**src/rtl/fix_seq_pkg.sv**
```systemverilog
// Shared constants for FIX MsgSeqNum allocation: sequence width, BCD digit count,
// initial sequence value and scheduler FSM states.
package fix_seq_pkg;
    localparam int SEQ_W      = 24;
    localparam int SEQ_DIGITS = 6;
    localparam logic [SEQ_W-1:0] SEQ_INIT = 24'h000001;

    typedef enum logic {
        ARB = 1'b0,
        GNT = 1'b1
    } sched_state_e;
endpackage

```
**src/rtl/bcd_seq_incr.sv**
```systemverilog
// Combinational 6-digit packed-BCD incrementer; 999999 wraps to 000001 so that
// zero is never produced. Out-of-range digits in the carry chain normalise to 0.
module bcd_seq_incr
    import fix_seq_pkg::*;
(
    input  logic [SEQ_W-1:0] value,
    output logic [SEQ_W-1:0] result
);
    logic       carry;
    logic [3:0] digit;

    always_comb begin
        result = '0;
        carry  = 1'b1;
        digit  = '0;
        for (int i = 0; i < SEQ_DIGITS; i++) begin
            digit = value[i*4 +: 4];
            if (carry) begin
                if (digit >= 4'd9) begin
                    digit = 4'd0;
                end else begin
                    digit = digit + 4'd1;
                    carry = 1'b0;
                end
            end
            result[i*4 +: 4] = digit;
        end
        if (result == '0) result = SEQ_INIT;
    end
endmodule

```
**src/rtl/fix_seq_num_scheduler.sv**
```systemverilog
// Round-robin MsgSeqNum allocator for order sources sharing one FIX session;
// allocated numbers are queued in grant order for the seq-num-rewrite buffer.
module fix_seq_num_scheduler
    import fix_seq_pkg::*;
#(
    parameter int NUM_REQ    = 4,
    parameter int FIFO_DEPTH = 4
) (
    input  logic                          clk,
    input  logic                          reset,
    input  logic [NUM_REQ-1:0]            req,
    output logic [NUM_REQ-1:0]            gnt,
    input  logic                          cfg_seq_load,
    input  logic [SEQ_W-1:0]              cfg_seq_value,
    output logic [SEQ_W-1:0]              fix_new_seq_num,
    output logic                          fix_seq_num_vld,
    input  logic                          rd_fix_seq_num,
    output logic [SEQ_W-1:0]              next_seq_num,
    output logic [$clog2(FIFO_DEPTH):0]   q_count,
    output logic                          err_underflow
);
    localparam int PTR_W = $clog2(FIFO_DEPTH);
    localparam int CNT_W = PTR_W + 1;
    localparam int RR_W  = $clog2(NUM_REQ);

    sched_state_e     state, state_nxt;
    logic [RR_W-1:0]  rr_ptr;
    logic [RR_W-1:0]  win_idx;
    logic             win_found;
    logic             do_grant;
    logic             pop;
    logic             space;
    logic [SEQ_W-1:0] seq_incr;

    logic [SEQ_W-1:0] mem [FIFO_DEPTH];
    logic [PTR_W-1:0] wr_ptr, rd_ptr;
    logic [CNT_W-1:0] count;

    bcd_seq_incr u_incr (
        .value  (next_seq_num),
        .result (seq_incr)
    );

    assign pop   = rd_fix_seq_num && (count != '0);
    // A same-cycle pop frees a slot, so a full queue can still accept a grant.
    assign space = (count < CNT_W'(FIFO_DEPTH)) || pop;

    always_comb begin
        win_found = 1'b0;
        win_idx   = '0;
        for (int k = 0; k < NUM_REQ; k++) begin
            if (!win_found && req[(int'(rr_ptr) + k) % NUM_REQ]) begin
                win_found = 1'b1;
                win_idx   = RR_W'((int'(rr_ptr) + k) % NUM_REQ);
            end
        end
    end

    always_comb begin
        state_nxt = state;
        do_grant  = 1'b0;
        case (state)
            ARB: begin
                if (!cfg_seq_load && win_found && space) begin
                    do_grant  = 1'b1;
                    state_nxt = GNT;
                end
            end
            GNT:     state_nxt = ARB;
            default: state_nxt = ARB;
        endcase
    end

    always_ff @(posedge clk) begin
        if (reset) begin
            state         <= ARB;
            gnt           <= '0;
            rr_ptr        <= '0;
            next_seq_num  <= SEQ_INIT;
            wr_ptr        <= '0;
            rd_ptr        <= '0;
            count         <= '0;
            err_underflow <= 1'b0;
            for (int i = 0; i < FIFO_DEPTH; i++) mem[i] <= '0;
        end else begin
            state <= state_nxt;
            gnt   <= do_grant ? (NUM_REQ'(1) << win_idx) : '0;

            // Load wins over the increment; it never touches queued entries.
            if (cfg_seq_load)  next_seq_num <= cfg_seq_value;
            else if (do_grant) next_seq_num <= seq_incr;

            if (do_grant) begin
                mem[wr_ptr] <= next_seq_num;
                wr_ptr      <= wr_ptr + 1'b1;
                rr_ptr      <= (win_idx == RR_W'(NUM_REQ-1)) ? '0 : win_idx + 1'b1;
            end
            if (pop) rd_ptr <= rd_ptr + 1'b1;

            case ({do_grant, pop})
                2'b10:   count <= count + 1'b1;
                2'b01:   count <= count - 1'b1;
                default: count <= count;
            endcase

            if (rd_fix_seq_num && (count == '0)) err_underflow <= 1'b1;
        end
    end

    assign fix_new_seq_num = mem[rd_ptr];
    assign fix_seq_num_vld = (count != '0);
    assign q_count         = count;
endmodule
```
**config.mk**
```make
export PLATFORM = sky130hd
export DESIGN_NAME = fix_seq_num_scheduler
export DESIGN_NICKNAME = d
export VERILOG_FILES = /design/src/rtl/fix_seq_pkg.sv /design/src/rtl/bcd_seq_incr.sv /design/src/rtl/fix_seq_num_scheduler.sv
export SDC_FILE = /design/constraint.sdc
export NUM_CORES = 1
export LEC_CHECK = 0
export CAP_MARGIN = 10
export CORE_MARGIN = 2
export CORE_UTILIZATION = 56
export DETAILED_ROUTE_END_ITERATION = 16
export HOLD_SLACK_MARGIN = 0.03
export PLACE_DENSITY = 0.89
export SLEW_MARGIN = 10
export SYNTH_ARGS = -nofsm -noshare
export SYNTH_HDL_FRONTEND = slang
export SYNTH_HIERARCHICAL = 1
export SYNTH_SLANG_ARGS = --single-unit
```
**constraint.sdc**
```tcl
create_clock -name clk -period 4.5 [get_ports clk]
set_input_delay 1.125 -clock clk [delete_from_list [all_inputs] [get_ports clk]]
set_output_delay 1.125 -clock clk [all_outputs]
set_load 0.03 [all_outputs]
```
Word level (Yosys, flattened, before mapping)
Memory sizes are Yosys's and may differ from the RTL's. A register that Yosys moved wholly into a read port is not among the register bits.
Cells that the tools add are included.
{"block": "word_totals", "ff_bits": 39, "mem_bits_rw": 96, "input_bits": 32, "output_inout_bits": 57, "mem_count": 1}
{"name": "mem", "words": 4, "word_bits": 24, "rd": 1, "rd_clocked_by_memory_dff": 1, "write_ports": 4, "line": "fix_seq_num_scheduler.sv:35", "text": "logic [SEQ_W-1:0] mem [FIFO_DEPTH];"}
{"block": "op_classes", "add_sub_neg": 14, "order_cmp": 11, "n_eq_ne": 3, "n_shift": 1, "muxes": 57, "n_bitwise": 5, "n_reduce_logical": 22}
{"operator": "$mux 24", "count": 4}
{"operator": "$mux 4", "count": 11}
{"operator": "$mux 1", "count": 28}
{"operator": "$add 4x1->4 const B", "count": 6}
{"operator": "$ge 4x4->1 const B", "count": 6}
{"operator": "$logic_not 24->1", "count": 1}
{"operator": "$reduce_or 24->1", "count": 1}
{"operator": "$mux 2", "count": 8}
{"operator": "$lt 3x4->1 const B", "count": 3}
{"operator": "$add 2x1->2 const B", "count": 4}
{"operator": "$bmux 1 s2", "count": 4}
{"operator": "$reduce_or 2->1", "count": 4}
{"operator": "$logic_and 1x1->1", "count": 7}
{"operator": "$pmux 3 s2", "count": 1}
{"operator": "$add 2x2->2 const B", "count": 2}
{"operator": "$eq 2x2->1 const B", "count": 2}
{"operator": "$logic_not 1->1", "count": 4}
{"operator": "$reduce_bool 2->1", "count": 2}
{"operator": "$shl 1x2->4 const A", "count": 1}
{"operator": "$add 3x1->3 const B", "count": 1}
{"operator": "$and 1x1->1 const A", "count": 3}
{"operator": "$logic_not 3->1", "count": 1}
{"operator": "$lt 2x3->1 const B", "count": 1}
{"operator": "$lt 3x3->1 const B", "count": 1}
{"operator": "other kinds (6)", "count": 7}

Longest topological paths before layout
Gate-level depths: netlist (run 1).
{"block": "logic_depth", "ltp_word": 23, "ltp_mapped": 14}

Hierarchy
Netlist (run 1), hierarchy kept.
{"mod": "fix_seq_num_scheduler", "n_inst": 1, "cells_each": 465, "area_per_inst_um2": 6067.1, "seq_area_each_um2": 3703.6}
{"mod": "bcd_seq_incr", "n_inst": 1, "cells_each": 155, "area_per_inst_um2": 992.2, "seq_area_each_um2": 0.0}

Worst setup path before layout (run 1)
Ideal clock, no wire load.
{"block": "synth_timing", "kind": "input-to-reg", "start": "input req[1]", "end": "register count[2] (netlist: q_count[2])", "setup_time_ns": 0.070, "arrival_time_ns": 3.507, "required_ns": 4.430, "setup_slack_ns": 0.923, "cell_stages": 11, "path_buffers": 2, "path_cell_list": "buf_2 -> or4_1 -> and3_4 -> inv_1 -> clkbuf_1 -> ha_1 -> inv_1 -> fa_1 -> xor2_1 -> or3_1 -> a21oi_1"}
{"block": "synth_via", "elab_chain_len": 18}
{"item": "from (decl)", "line": "fix_seq_num_scheduler.sv:11", "text": "input logic [NUM_REQ-1:0] req,"}
{"item": "$bmux 1 s2", "line": "fix_seq_num_scheduler.sv:52", "text": "if (!win_found && req[(int'(rr_ptr) + k) % NUM_REQ]) begin"}
{"item": "$mux 1 (not written as such)", "line": "fix_seq_num_scheduler.sv:52"}
{"item": "$mux 1", "line": "fix_seq_num_scheduler.sv:52"}
{"item": "$logic_not 1->1", "line": "fix_seq_num_scheduler.sv:52"}
{"item": "$logic_and 1x1->1", "line": "fix_seq_num_scheduler.sv:52"}
{"item": "$mux 1", "line": "fix_seq_num_scheduler.sv:52"}
{"item": "$logic_not 1->1", "line": "fix_seq_num_scheduler.sv:52"}
{"item": "$logic_and 1x1->1", "line": "fix_seq_num_scheduler.sv:52"}
{"item": "$mux 1", "line": "fix_seq_num_scheduler.sv:52"}
{"item": "$logic_not 1->1", "line": "fix_seq_num_scheduler.sv:52"}
{"item": "$logic_and 1x1->1", "line": "fix_seq_num_scheduler.sv:52"}
{"item": "$mux 1 *", "line": "fix_seq_num_scheduler.sv:52"}
{"item": "$logic_and 1x1->1 * (2 in a row)", "line": "fix_seq_num_scheduler.sv:64", "text": "if (!cfg_seq_load && win_found && space) begin"}
{"item": "$mux 1 *", "line": "fix_seq_num_scheduler.sv:64"}
{"item": "$mux 1 *", "line": "fix_seq_num_scheduler.sv:62", "text": "case (state)"}
{"item": "$eq 2x1->1 or $eq 2x2->1 (tied branches)", "line": "fix_seq_num_scheduler.sv:100", "text": "case ({do_grant, pop})"}
{"item": "$pmux 3 s2 or $reduce_bool 2->1 (tied branches)"}
{"item": "to (signal assigned)", "line": "fix_seq_num_scheduler.sv:101", "text": "2'b10: count <= count + 1'b1;"}
{"item": "to (signal assigned)", "line": "fix_seq_num_scheduler.sv:102", "text": "2'b01: count <= count - 1'b1;"}
{"item": "to (signal assigned)", "line": "fix_seq_num_scheduler.sv:103", "text": "default: count <= count;"}
{"item": "to (decl)", "line": "fix_seq_num_scheduler.sv:37", "text": "logic [CNT_W-1:0] count;"}
Every way passes the cells marked *; elsewhere a longest branch is shown, timed or not. The select of a mux whose other input is x is not followed.
A chain may end at the register's enable or synchronous reset.

==> out/metrics.cfg, run 1 <==
[yosys]
yosysWarningCount=6
synth_cell_types=60
ys.flop_type=edfxtp_1
ys_seq_elements=137
async_reset_ff_share_pct=0
seq_area_frac_synth_pct=52.46
syn_area_per_cell_um2=11.39
syn_inst=620
synth_nets=672
netlist_area_um2=7059
synth_edf_count=96

[placement]
gp_congestion=0.8738
dpl-instance-area_um2=8025
port_buffers=88
dp_hpwl_um=10650

[clock_network]
numCtsBuffers=17
cts_tree=done
htree_levels=4
post-cts-setup-buffers=0
clock_path_buffers=2
clock_latency_ps=420
ctsResizeCount=0
ctsHoldBuffers=0
clock_sinks=137
clockRootBuffer=clkbuf_16
clkTransAtPathRegs_ps=50

[pwr]
power.total_uw=3978
p_leak_uw=0.003195
power_per_cell_area_nw_per_um2=464.6
internal_power_uw=2756
ir_worst_vdd_mv=0.2184
p_sw_share_pct=30.71
clkPwrFrac_pct=31.6
p_switching_uw=1221
pwr-share-seq_pct=39.2
p_comb_share_pct=29.3

[sta]
tightest_slew_ps=1137
setup_tns_ps=0
hold_viol_final=0
clock_skew_ps=10.06
max_freq_ghz=0.2824
fin_crit_ps=3541
finalCritPeriodShare_pct=78.68
maxSlewHeadroom_pct=23.58
finalSetupViolCount=0
grt_setup_unrepaired=false
drv_slew=0

[route]
via_per_inst=5.853
vias=5186
final_antenna_net_count=0
drc=0
routed_wl_um=16120
drt_iter0_drc=434
drt_first_pass_iters=5
avgRoutedWirePerCell_um=18.20

[critical_path]
arrival_ps=3700
end_kind=flip-flop
critPathKind=input pin to flip-flop
startpoint_type=input pin
required_ps=4660
crit_fanout=30
crit_path_start=req[1]
r2r_start=next_seq_num[4]

[cells_and_area]
design_area_um2=8561
areaGrowthSynthToFinish_pct=21.27
drive_above_1_share_pct=13.17
antennaDiodeCount=0
fillers=856
nets=753
final_util_pct=68.67

[min_path]
min_from=err_underflow
hp-class=flip-flop to flip-flop

[global_routing]
grt_max_degree=57
antenna_found_initial=0
grt_usage_pct=25.17
grt_pass1_wl_um=25650
grt_overflow_total=0
grt_pass1_vias=5027

[floorplan]
num_rows=41
io_pins=89
die-area_um2=13520
fp.dieW_um=116.3
start_util_pct=56.63
core-area_um2=12470
die_y_um=116.3

[flow_run]
maxCapViolCount=0

[run_status]
status=completed

-- synth_stat cells (5+ instances only) --
master / number / area share (%)
or3_1: 7 / 0.62
mux2_4: 16 / 3.4
edfxtp_1: 96 / 41
a31oi_1: 5 / 0.44
clkbuf_1: 16 / 0.85
nor3_1: 6 / 0.43
mux4_2: 24 / 7.7
o21ai_0: 23 / 1.6
inv_1: 30 / 1.6
mux2i_1: 25 / 3.5
nand2_1: 19 / 1.0
nor2_1: 146 / 7.8
nand2b_1: 32 / 2.8
buf_2: 12 / 0.85
a21oi_1: 14 / 0.99
nand3_1: 8 / 0.57
nor4_1: 5 / 0.44
dfxtp_1: 41 / 12
ha_1: 19 / 3.4
mux2_2: 9 / 1.4
-- routing by layer --
metal  global-route usage, %  up-vias  wire length [um]
met5                       0        -                 0
met4                   9.444        0               307
met3                   6.175       30              1363
met2                   41.74      300              8147
met1                   32.30     2492              6304
li1                        -     2364                 -
-- per-stage QoR --
stage	hold slack [ps]	cells	setup slack (ps)
3_5_place_dp	477.2	854	581.9
5_1_grt	519.0	886	858.5
4_1_cts	490.8	886	981.0
6_report	483.8	886	959.3
2_1_floorplan	449.6	620	923.1
3_3_place_gp	457.5	854	674.6
-- cell families after synthesis --
| group | Yosys count | share of synthesized area, % |
|---|---|---|
| AO/OA/AOI/OAI | 69 | 6.204 |
| XOR/XNOR | 7 | 0.8685 |
| adder cells (fa/ha/maj) | 20 | 3.651 |
| buffers and inverters | 68 | 4.644 |
| flip-flops | 137 | 52.46 |
| multiplexers | 74 | 16.04 |
| AND/OR/NAND/NOR | 245 | 16.13 |
-- worst paths after layout --
check	slack, ps	to	depth (start not counted)
worst max-delay path	960	mem[1][10]	8
worst min-delay path	480	err_underflow	2
worst max register to register	1220	next_seq_num[0]	12
worst min register to register	480	err_underflow	2
-- final cells by class --
type / count / area [um2] / area share (%)
tap: 172 / 215.2 / 2.514
clock inverter: 9 / 77.57 / 0.9062
sequential: 137 / 3704 / 43.26
inverter: 30 / 112.6 / 1.315
clock buffer: 23 / 457.9 / 5.349
multi-input combinational: 415 / 3028 / 35.37
timing repair buffer: 100 / 965.9 / 11.28
-- layout by cell type, fill, tap and decap left out, drive strengths merged, types with 2 or more instances in the layout --
cell	Yosys	final
nor2	146	146
mux2i	25	25
o21a	2	2
buf	22	13
mux4	24	24
nand2b	32	32
or2	2	2
o31ai	5	5
a21oi	14	14
dfxtp	41	41
o41ai	2	2
clkdlybuf4s50	0	87
mux2	25	25
and2	3	3
xnor2	3	3
o22ai	3	3
nand2	19	19
clkinv	0	7
a31oi	5	5
clkbuf	16	23
or3b	2	2
nand4	2	2
o21ai	25	25
xor2	4	4
nor2b	2	2
or4	2	2
inv	30	30
a221oi	2	2
nor3	6	6
nand3	8	8
ha	19	19
or3	7	7
edfxtp	96	96
and3	5	5
nor4	5	5
nor3b	2	2
-- state kept, by name, indices dropped and copies added (netlist names), 2 cells and up, named ones only --
| name | flops |
|---|---|
| gnt | 4 |
| next_seq_num | 24 |
| rd_ptr | 2 |
| q_count | 3 |
| wr_ptr | 2 |
| mem | 96 |
-- critical path, cell delays in order --
cell	delay (ps)
clkdlybuf4s50_1	560
or4_1	560
and3_4	280
inv_1	110
buf_4	340
or3_1	340
buf_4	290
nor2_1	80
-- power by group through the flow --
stage / Sequential (uW) / Clock [uW] / Combinational [uW]
global placement: 1570 / 0 / 1130
CTS: 1560 / 1270 / 1170
detailed placement: 1580 / 0 / 1160
floorplan: 1610 / 0 / 751
global route: 1570 / 1320 / 1240
finish: 1560 / 1260 / 1160
(Power assumes the default switching activity.)
==> run 2, diff against run 1 <==
- clock period: 4.5 -> 3.27 ns (I/O delays scaled with it)
==> out/metrics.cfg, run 2 (same netlist as run 1, synthesis figures left out) <==
[floorplan]
die_y_um=116.3
start_util_pct=56.63
core-area_um2=12470
num_rows=41
io_pins=89
die-area_um2=13520
fp.dieW_um=116.3

[min_path]
min_from=err_underflow
holdPathStages=2
min_to=err_underflow
hp-class=flip-flop to flip-flop

[clock_network]
ctsHoldBuffers=0
post-cts-setup-buffers=0
htree_levels=4
ctsResizeCount=0
clkTransAtPathRegs_ps=60
clock_path_buffers=2
clockRootBuffer=clkbuf_16
clock_latency_ps=420
cts_tree=done
clock_sinks=137
numCtsBuffers=17

[sta]
clock_skew_ps=9.949
layout_setup_ws_ps=167.1
maxSlewHeadroom_pct=48.69
finalSetupViolCount=0
finalCritPeriodShare_pct=94.89
grt_setup_unrepaired=false
tightest_slew_ps=769.6
fin_crit_ps=3103
drv_slew=0
hold_viol_final=0
setup_tns_ps=0
max_freq_ghz=0.3223
hold_slack_ps=495.0

[global_routing]
grt-busiest-layer=met2
grtUsageMet2_pct=43.91
grtUsageMet3_pct=5.034
grt_util_met1_pct=33.50
antenna_found_initial=0
grt_pass1_wl_um=26700
grt_overflow_total=0
grt_pass1_vias=5355
grt_usage_pct=26.00
grt_max_degree=37

[critical_path]
critPathBufInv=1
critPathTopFamily=flip-flops
critical_path.max_stage_delay_ps=660
end_kind=primary output
r2r_cells=13
startpoint_type=flip-flop
required_ps=2450
critPathKind=flip-flop to primary output
worstReg2RegEnd=next_seq_num[0]
crit_fanout=8
arrival_ps=2290
slowest_stage=dfxtp_1
regToRegSetupSlack_ps=310
worst-path-stages=2
r2r_start=next_seq_num[9]
path_cells=mux4_2, clkdlybuf4s50_1

[cells_and_area]
design_area_um2=8710
layout_commonest_cell=nor2_1
largest-register=mem
largest_register_ffs=96
areaGrowthSynthToFinish_pct=23.38
layout_common_cells=146 x nor2_1, 96 x edfxtp_1, 66 x clkdlybuf4s50_1
top_regs=mem (96), next_seq_num (24), gnt (4)
drive_above_1_share_pct=18.64
antennaDiodeCount=0
stdcell_count=907
nets=774

[route]
vias=5266
via_per_inst=5.806
routed_wl_um=16770
final_antenna_net_count=0
drt_iter0_drc=553
drc=0
avgRoutedWirePerCell_um=18.49
drt_first_pass_iters=7

[placement]
dp.cells=875
gp_congestion=0.9169
dp_hpwl_um=10970
post-place-ws_ps=-105.5
port_buffers=88
dpl-instance-area_um2=8143

[pwr]
power_per_cell_area_nw_per_um2=641.3
ir_worst_vdd_mv=0.3398
p_leak_uw=0.003345

[flow_run]
maxCapViolCount=0

[run_status]
status=completed

[run 2: cell count changes in the layout (fill, tap and decap cells not counted)]
cell	delta
bufinv_16	-1
clkinvlp_4	+1
buf_4	+41
clkdlybuf4s50_1	-21
clkinv_1	-1
clkinv_4	-2
buf_12	+1
clkbuf_16	+3
[run 2: cell type report]
type	count	area [um2]
clock buffer	26	533.0
clock inverter	6	33.78
fill	833	3756
sequential	137	3704
tap	172	215.2
multi-input combinational	415	3028
timing repair buffer	121	1084
inverter	30	112.6
[run 2: worst max-delay path by stage]
stage               slack (ps)      start                  end
finish                     170  flip-flop   fix_new_seq_num[1]
global placement            40     req[0]           q_count[2]
global route                40  flip-flop  fix_new_seq_num[22]
CTS                        100  flip-flop   fix_new_seq_num[1]
detailed placement        -110     req[0]           q_count[2]
floorplan                  0.6     req[1]           q_count[2]
[run 2: metal layers]
layer	wire (um)	share of wire, %	up-vias
met5	0	0	-
met1	6810	41	2564
met3	1178	7.0	38
li1	-	-	2404
met4	315	1.9	0
met2	8466	50	260
[run 2: power by group]
group          internal, uW  switching, uW
sequential             2020            138
clock                  1120            697
combinational           718            893
[run 2: through the flow]
stage                     util, %  power (uW)
after floorplan                 -        3250
after global placement      65.32        3737
after detailed placement    65.32        3790
after CTS                   69.87        5605
after global routing        69.87        5787
final                       69.87        5585
[run 2: tightest hold or removal path: cells and delay by family, from the launching register on]
| kind | cells | cell delay (ps) |
|---|---|---|
| AO/OA/AOI/OAI | 1 | 50 |
| flip-flops | 1 | 340 |
| AND/OR/NAND/NOR | 1 | 70 |
